File: src/rtl/rv_iopmp_pkg.sv
// Shared types and default constants for the IOPMP configuration register bus
// and the register-bus guard stage that sits in front of the IOPMP register file.
package rv_iopmp_pkg;

   localparam int unsigned REG_ADDR_W = 32;
   localparam int unsigned REG_DATA_W = 32;
   localparam int unsigned REG_STRB_W = REG_DATA_W / 8;

   localparam logic [REG_ADDR_W-1:0] GUARD_ADDR_LIMIT     = 32'h0000_4000;
   localparam int unsigned           GUARD_TIMEOUT_CYCLES = 256;
   localparam int unsigned           GUARD_CNT_WIDTH      = 16;

   typedef enum logic [1:0] {
      IDLE = 2'd0,
      FWD  = 2'd1,
      RESP = 2'd2
   } guard_state_e;

   typedef struct packed {
      logic [REG_ADDR_W-1:0] addr;
      logic                  write;
      logic [REG_DATA_W-1:0] wdata;
      logic [REG_STRB_W-1:0] wstrb;
      logic                  valid;
   } reg_req_t;

   typedef struct packed {
      logic [REG_DATA_W-1:0] rdata;
      logic                  error;
      logic                  ready;
   } reg_rsp_t;

   // Word-aligned and below the first illegal byte address.
   function automatic logic addr_is_legal(input logic [REG_ADDR_W-1:0] addr,
                                          input logic [REG_ADDR_W-1:0] limit);
      return (addr[1:0] == 2'b00) && (addr < limit);
   endfunction

endpackage

File: src/rtl/rv_iopmp_sat_counter.sv
// Saturating up-counter for IOPMP debug statistics; sticks at all-ones.
module rv_iopmp_sat_counter #(
   parameter int unsigned WIDTH = 16
) (
   input  logic             clk_i,
   input  logic             rst_ni,
   input  logic             inc_i,
   output logic [WIDTH-1:0] count_o
);

   logic [WIDTH-1:0] count_d, count_q;

   always_comb begin
      count_d = count_q;
      if (inc_i && (count_q != '1)) begin
         count_d = count_q + 1'b1;
      end
   end

   always_ff @(posedge clk_i or negedge rst_ni) begin
      if (!rst_ni) begin
         count_q <= '0;
      end else begin
         count_q <= count_d;
      end
   end

   assign count_o = count_q;

endmodule

File: src/rtl/rv_iopmp_reg_guard.sv
// Register-bus guard: registers the request, rejects illegal addresses locally,
// bounds each downstream access with a timeout and counts error responses.
module rv_iopmp_reg_guard
   import rv_iopmp_pkg::*;
#(
   parameter int unsigned            ADDR_WIDTH     = REG_ADDR_W,
   parameter int unsigned            DATA_WIDTH     = REG_DATA_W,
   parameter logic [ADDR_WIDTH-1:0]  ADDR_LIMIT     = GUARD_ADDR_LIMIT,
   parameter int unsigned            TIMEOUT_CYCLES = GUARD_TIMEOUT_CYCLES,
   parameter int unsigned            CNT_WIDTH      = GUARD_CNT_WIDTH
) (
   input  logic                 clk_i,
   input  logic                 rst_ni,
   input  reg_req_t             up_req_i,
   output reg_rsp_t             up_rsp_o,
   output reg_req_t             dn_req_o,
   input  reg_rsp_t             dn_rsp_i,
   output logic [CNT_WIDTH-1:0] err_cnt_o,
   output logic                 busy_o
);

   localparam logic [1:0] ST_IDLE = IDLE;
   localparam logic [1:0] ST_FWD  = FWD;
   localparam logic [1:0] ST_RESP = RESP;

   localparam int unsigned       TMO_W    = (TIMEOUT_CYCLES > 2) ? $clog2(TIMEOUT_CYCLES) : 1;
   localparam logic [TMO_W-1:0]  TMO_LAST = TMO_W'(TIMEOUT_CYCLES - 1);

   logic [1:0]              state_d, state_q;
   logic [ADDR_WIDTH-1:0]   addr_d, addr_q;
   logic                    write_d, write_q;
   logic [DATA_WIDTH-1:0]   wdata_d, wdata_q;
   logic [DATA_WIDTH/8-1:0] wstrb_d, wstrb_q;
   logic [DATA_WIDTH-1:0]   rdata_d, rdata_q;
   logic                    err_d, err_q;
   logic [TMO_W-1:0]        tmo_d, tmo_q;
   logic                    err_inc;

   // A downstream ready on the final timeout cycle takes priority over the timeout.
   always_comb begin
      state_d = state_q;
      addr_d  = addr_q;
      write_d = write_q;
      wdata_d = wdata_q;
      wstrb_d = wstrb_q;
      rdata_d = rdata_q;
      err_d   = err_q;
      tmo_d   = tmo_q;

      case (state_q)
         ST_IDLE: begin
            if (up_req_i.valid) begin
               addr_d  = up_req_i.addr;
               write_d = up_req_i.write;
               wdata_d = up_req_i.wdata;
               wstrb_d = up_req_i.wstrb;
               if (!addr_is_legal(up_req_i.addr, ADDR_LIMIT)) begin
                  err_d   = 1'b1;
                  rdata_d = '0;
                  state_d = ST_RESP;
               end else begin
                  err_d   = 1'b0;
                  tmo_d   = '0;
                  state_d = ST_FWD;
               end
            end
         end

         ST_FWD: begin
            tmo_d = tmo_q + 1'b1;
            if (dn_rsp_i.ready) begin
               rdata_d = write_q ? '0 : dn_rsp_i.rdata;
               err_d   = dn_rsp_i.error;
               state_d = ST_RESP;
            end else if (tmo_q == TMO_LAST) begin
               rdata_d = '0;
               err_d   = 1'b1;
               state_d = ST_RESP;
            end
         end

         ST_RESP: begin
            state_d = ST_IDLE;
         end

         default: begin
            state_d = ST_IDLE;
         end
      endcase
   end

   always_ff @(posedge clk_i or negedge rst_ni) begin
      if (!rst_ni) begin
         state_q <= ST_IDLE;
         addr_q  <= '0;
         write_q <= 1'b0;
         wdata_q <= '0;
         wstrb_q <= '0;
         rdata_q <= '0;
         err_q   <= 1'b0;
         tmo_q   <= '0;
      end else begin
         state_q <= state_d;
         addr_q  <= addr_d;
         write_q <= write_d;
         wdata_q <= wdata_d;
         wstrb_q <= wstrb_d;
         rdata_q <= rdata_d;
         err_q   <= err_d;
         tmo_q   <= tmo_d;
      end
   end

   // Both buses are fully zero outside the state that owns them.
   always_comb begin
      up_rsp_o = '0;
      dn_req_o = '0;
      if (state_q == ST_RESP) begin
         up_rsp_o.ready = 1'b1;
         up_rsp_o.rdata = rdata_q;
         up_rsp_o.error = err_q;
      end
      if (state_q == ST_FWD) begin
         dn_req_o.valid = 1'b1;
         dn_req_o.addr  = addr_q;
         dn_req_o.write = write_q;
         dn_req_o.wdata = wdata_q;
         dn_req_o.wstrb = wstrb_q;
      end
   end

   assign busy_o  = (state_q != ST_IDLE);
   assign err_inc = (state_q == ST_RESP) && err_q;

   rv_iopmp_sat_counter #(
      .WIDTH (CNT_WIDTH)
   ) u_err_cnt (
      .clk_i   (clk_i),
      .rst_ni  (rst_ni),
      .inc_i   (err_inc),
      .count_o (err_cnt_o)
   );

endmodule

File: config.mk
export PLATFORM = sky130hd
export DESIGN_NAME = rv_iopmp_reg_guard
export DESIGN_NICKNAME = d
export VERILOG_FILES = /design/src/rtl/rv_iopmp_pkg.sv /design/src/rtl/rv_iopmp_sat_counter.sv /design/src/rtl/rv_iopmp_reg_guard.sv
export SDC_FILE = /design/constraint.sdc
export NUM_CORES = 1
export LEC_CHECK = 0
export CORE_ASPECT_RATIO = 0.8
export CORE_UTILIZATION = 30
export CTS_CLUSTER_DIAMETER = 200
export CTS_CLUSTER_SIZE = 16
export DETAILED_ROUTE_END_ITERATION = 8
export DONT_BUFFER_PORTS = 1
export PLACE_DENSITY_LB_ADDON = 0.3
export SETUP_SLACK_MARGIN = 0.15
export SLEW_MARGIN = 20
export SYNTH_ARGS = -nofsm -noshare
export SYNTH_HDL_FRONTEND = slang
export SYNTH_HIERARCHICAL = 1
export SYNTH_SLANG_ARGS = --single-unit
File: constraint.sdc
create_clock -name clk_i -period 2.22 [get_ports clk_i]
set_clock_uncertainty 0.2 [all_clocks]
set_input_delay 0.333 -clock clk_i [delete_from_list [all_inputs] [get_ports clk_i]]
set_output_delay 0.333 -clock clk_i [all_outputs]
set_load 0.005 [all_outputs]
==> results.tsv <==
stage	metric	value	unit
status	outcome	finished with violations	
status	violations	hold timing	
pwr	ir_worst_vdd	0.000431	V
global_route	antenna_found_initial	0	
yosys	synth-seq-area-share	54.0	%
pwr	combPwrFrac	9.7	%
die	die_w	159	µm
final_layout	fin_util	43.2	%
worst_setup_path	cp.arrival	1.59	ns
pwr	totalPowerFinal	0.00615	W
sta	final_hold_viol_count	128	
global_route	grt_usage	16.9	%
sta	fin_crit_sh	95.5	%
worst_setup_path	worstPathRequired	1.69	ns
global_route	use_met2	28.1	%
global_route	grt_pass1_vias	4932	
global_route	use_met3	4.14	%
detailed_routing	first_pass_iters	4	
die	pin_count	227	
yosys	synthFlopType	dfrtp_1	
detailed_routing	routedWlPerCell	17.4	µm
sta	setup_viol	0	
die	start_util	31.0	%
sta	fin_crit	2.12	ns
detailed_routing	drc	0	
clock_network	cts_tree	yes	
sta	relSlewSlack	64.9	%
yosys	syn_inst	617	
sta	max_freq	0.472	GHz
global_route	grt_pass1_wl	26.5	mm
yosys	synth-edff-count	0	
clock_network	cts_made_buffers	17	
clock_network	holdBufCountCts	102	
yosys	syn_nets	725	
global_route	overflow	0	
yosys	yosys-top-cells-area	dfrtp_1 54%, nand2_1 14%, and2_1 11%	
flow_run	drv_cap	0	
sta	finalMaxSlewViolations	0	
final_layout	nNetsFinal	841	
die	num_rows	45	
detailed_routing	viasPerCell	4.89	
global_route	grt_max_degree	129	
yosys	synth_top_area_share	54.0	%
worst_hold_path	hp-class	primary input to asynchronous set/reset pin	
sta	holdWs	-0.598	ns
clock_network	cts-root-buf	clkbuf_16	
pwr	seq_power_share	45.4	%
yosys	synthArstFlopShare	100	%
yosys	synth_warnings	6	
detailed_routing	drt-total-wl	17.4	mm
sta	rsz0062_at_grt	yes	
yosys	ys_seq_elements	128	
pwr	p_int	0.00454	W
pwr	clock_power_share	44.9	%
detailed_routing	num_vias	4915	
die	die_h	128	µm
die	die_area	20300	µm²
placed_design	finalWeightedCongestion	0.777	
pwr	p_switching	0.00160	W
worst_setup_path	path_max_fanout	4	
detailed_routing	dr.first_iter.drc_count	248	
pwr	power.share.switching	26.1	%
final_layout	area_growth	39.5	%
placed_design	post-place-cells	857	
clock_network	h-tree-depth	4	
pwr	power_density	743	nW/µm²
yosys	ys_types	53	
clock_network	clk_latency	0.42	ns
yosys	synth_area_per_cell	9.62	µm²
yosys	yosysTopAreaCell	dfrtp_1	
die	core	19100	µm²
clock_network	clk_path_buf_depth	2	
pwr	leakage	3.93	nW
detailed_routing	antenna_left	0	
sta	worstMarginPinSlew	0.527	ns
sta	setup_tns	0	ns
yosys	netlist_area	5930	µm²
clock_network	path_clk_slew	0.07	ns
worst_setup_path	worstSetupEndpointType	primary output	
worst_setup_path	path_class	flip-flop to primary output	
final_layout	drive_gt1_share	17.3	%
clock_network	cts.sinks	128	
placed_design	dp_hpwl	9.73	mm
global_route	top_usage_layer	met2	
global_route	grtUsageMet1	20.9	%
placed_design	io_buffer_count	0	
final_layout	final_cells	1005	
worst_setup_path	critPathLaunchType	flip-flop	
## routing by layer
metal / share of wire, % / routed length [µm]
met1: 44 / 7700
met5: 0 / 0
met2: 49 / 8460
met4: 2.3 / 408
met3: 5.0 / 878
## area by class of cell
cell class              count  area, µm²
clock inverters            11        105
flip-flops and latches    128       3200
inverters                   5       26.3
well taps                 258        323
fillers                  1785      10900
diodes                      1       2.50
repair buffers            128       1420
clock buffers              21        480
multi-input cells         453       2710
## power by group through the flow
stage | sequential [W] | clock (W) | combinational [W]
2_1_floorplan | 0.00275 | 0 | 0.000354
5_1_grt | 0.00282 | 0.00292 | 0.000675
4_1_cts | 0.00279 | 0.00283 | 0.000584
3_3_place_gp | 0.00281 | 0 | 0.000417
6_report | 0.00279 | 0.00276 | 0.000597
3_5_place_dp | 0.00282 | 0 | 0.000432
## state kept, by name (all words and copies together) (netlist names)
name	cells
addr_q	32
rdata_q	32
wdata_q	32
u_err_cnt/count_o	16
tmo_q	8
wstrb_q	4
state_q	2
err_q	1
write_q	1
## worst paths after layout
check	startpoint	to	slack [ns]	cells after the start
max	state_q[1]	dn_req_o[37]	0.10	6
min	rst_ni	addr_q[4]	-0.60	0
max reg2reg	state_q[0]	u_err_cnt/count_o[10]	0.25	6
min reg2reg	wdata_q[20]	wdata_q[20]	0.27	2
max in group asynchronous	rst_ni	state_q[0]	2.22	0
min in group clk_i	up_req_i[0]	state_q[0]	0.07	4
## critical path, stage by stage, from the launching register on
cell and delay (ns):
dfrtp_1 0.38, buf_6 0.12, nand2b_4 0.16, inv_8 0.07, buf_6 0.13, clkbuf_16 0.15
and2_4 0.15
## cells in the mapped netlist, types with 2 or more instances
library cell	number
a21o_1	2
a21oi_1	4
a22o_1	33
a31oi_1	3
and2_1	102
and3_1	4
buf_2	9
buf_6	3
clkbuf_1	18
dfrtp_1	128
ha_1	2
inv_1	3
inv_2	2
mux2i_1	4
nand2_1	216
nand3_1	7
nand4_1	9
nor2_1	10
nor2_2	2
nor3_2	3
nor4_1	5
nor4_4	2
o21a_1	5
o21ai_0	2
o2bb2ai_1	5
o31ai_1	2
xnor2_1	5
xor2_1	2
## repair_timing
item	CTS	global route
cloned	6	2
gates resized for setup	44	19
endpoints found under the hold margin	230	128
setup buffers	5	0
setup endpoints to repair	71	140
pin swaps	1	8
## kinds of logic after synthesis
family                     after synthesis  share of synthesized area, %
AOI/OAI and AO/OA                       62                          8.77
xor gates and xnor gates                 7                          1.03
adders and majority gates                2                         0.422
buffers and inverters                   37                          2.97
DFF                                    128                          54.0
muxes                                    6                          1.12
and+or+nand+nor                        375                          31.7
## stage by stage
step / worst slack, ns / area (µm²)
3_5_place_dp: 0.126 / 6260
3_3_place_gp: 0.0858 / 6260
2_1_floorplan: 0.197 / 5930
6_report: 0.101 / 8270
5_1_grt: 0.0227 / 8270
4_1_cts: 0.0813 / 8180
## placed cells by master (no fill, tap or decap), drive strengths merged, types with 3 or more instances in the layout
| master | count |
|---|---|
| clkinv | 4 |
| dfrtp | 128 |
| xnor2 | 5 |
| a21oi | 4 |
| o21a | 5 |
| nand3 | 9 |
| and3 | 4 |
| dlygate4sd3 | 102 |
| a31oi | 3 |
| nor2 | 13 |
| and2 | 102 |
| clkbuf | 22 |
| o2bb2ai | 5 |
| a22o | 33 |
| a21o | 4 |
| nand4 | 11 |
| and4 | 3 |
| o31ai | 3 |
| mux2i | 4 |
| buf | 25 |
| nor4 | 7 |
| nor3 | 4 |
| inv | 7 |
| nand2 | 216 |
| clkinvlp | 4 |
(Power assumes the default switching activity.)
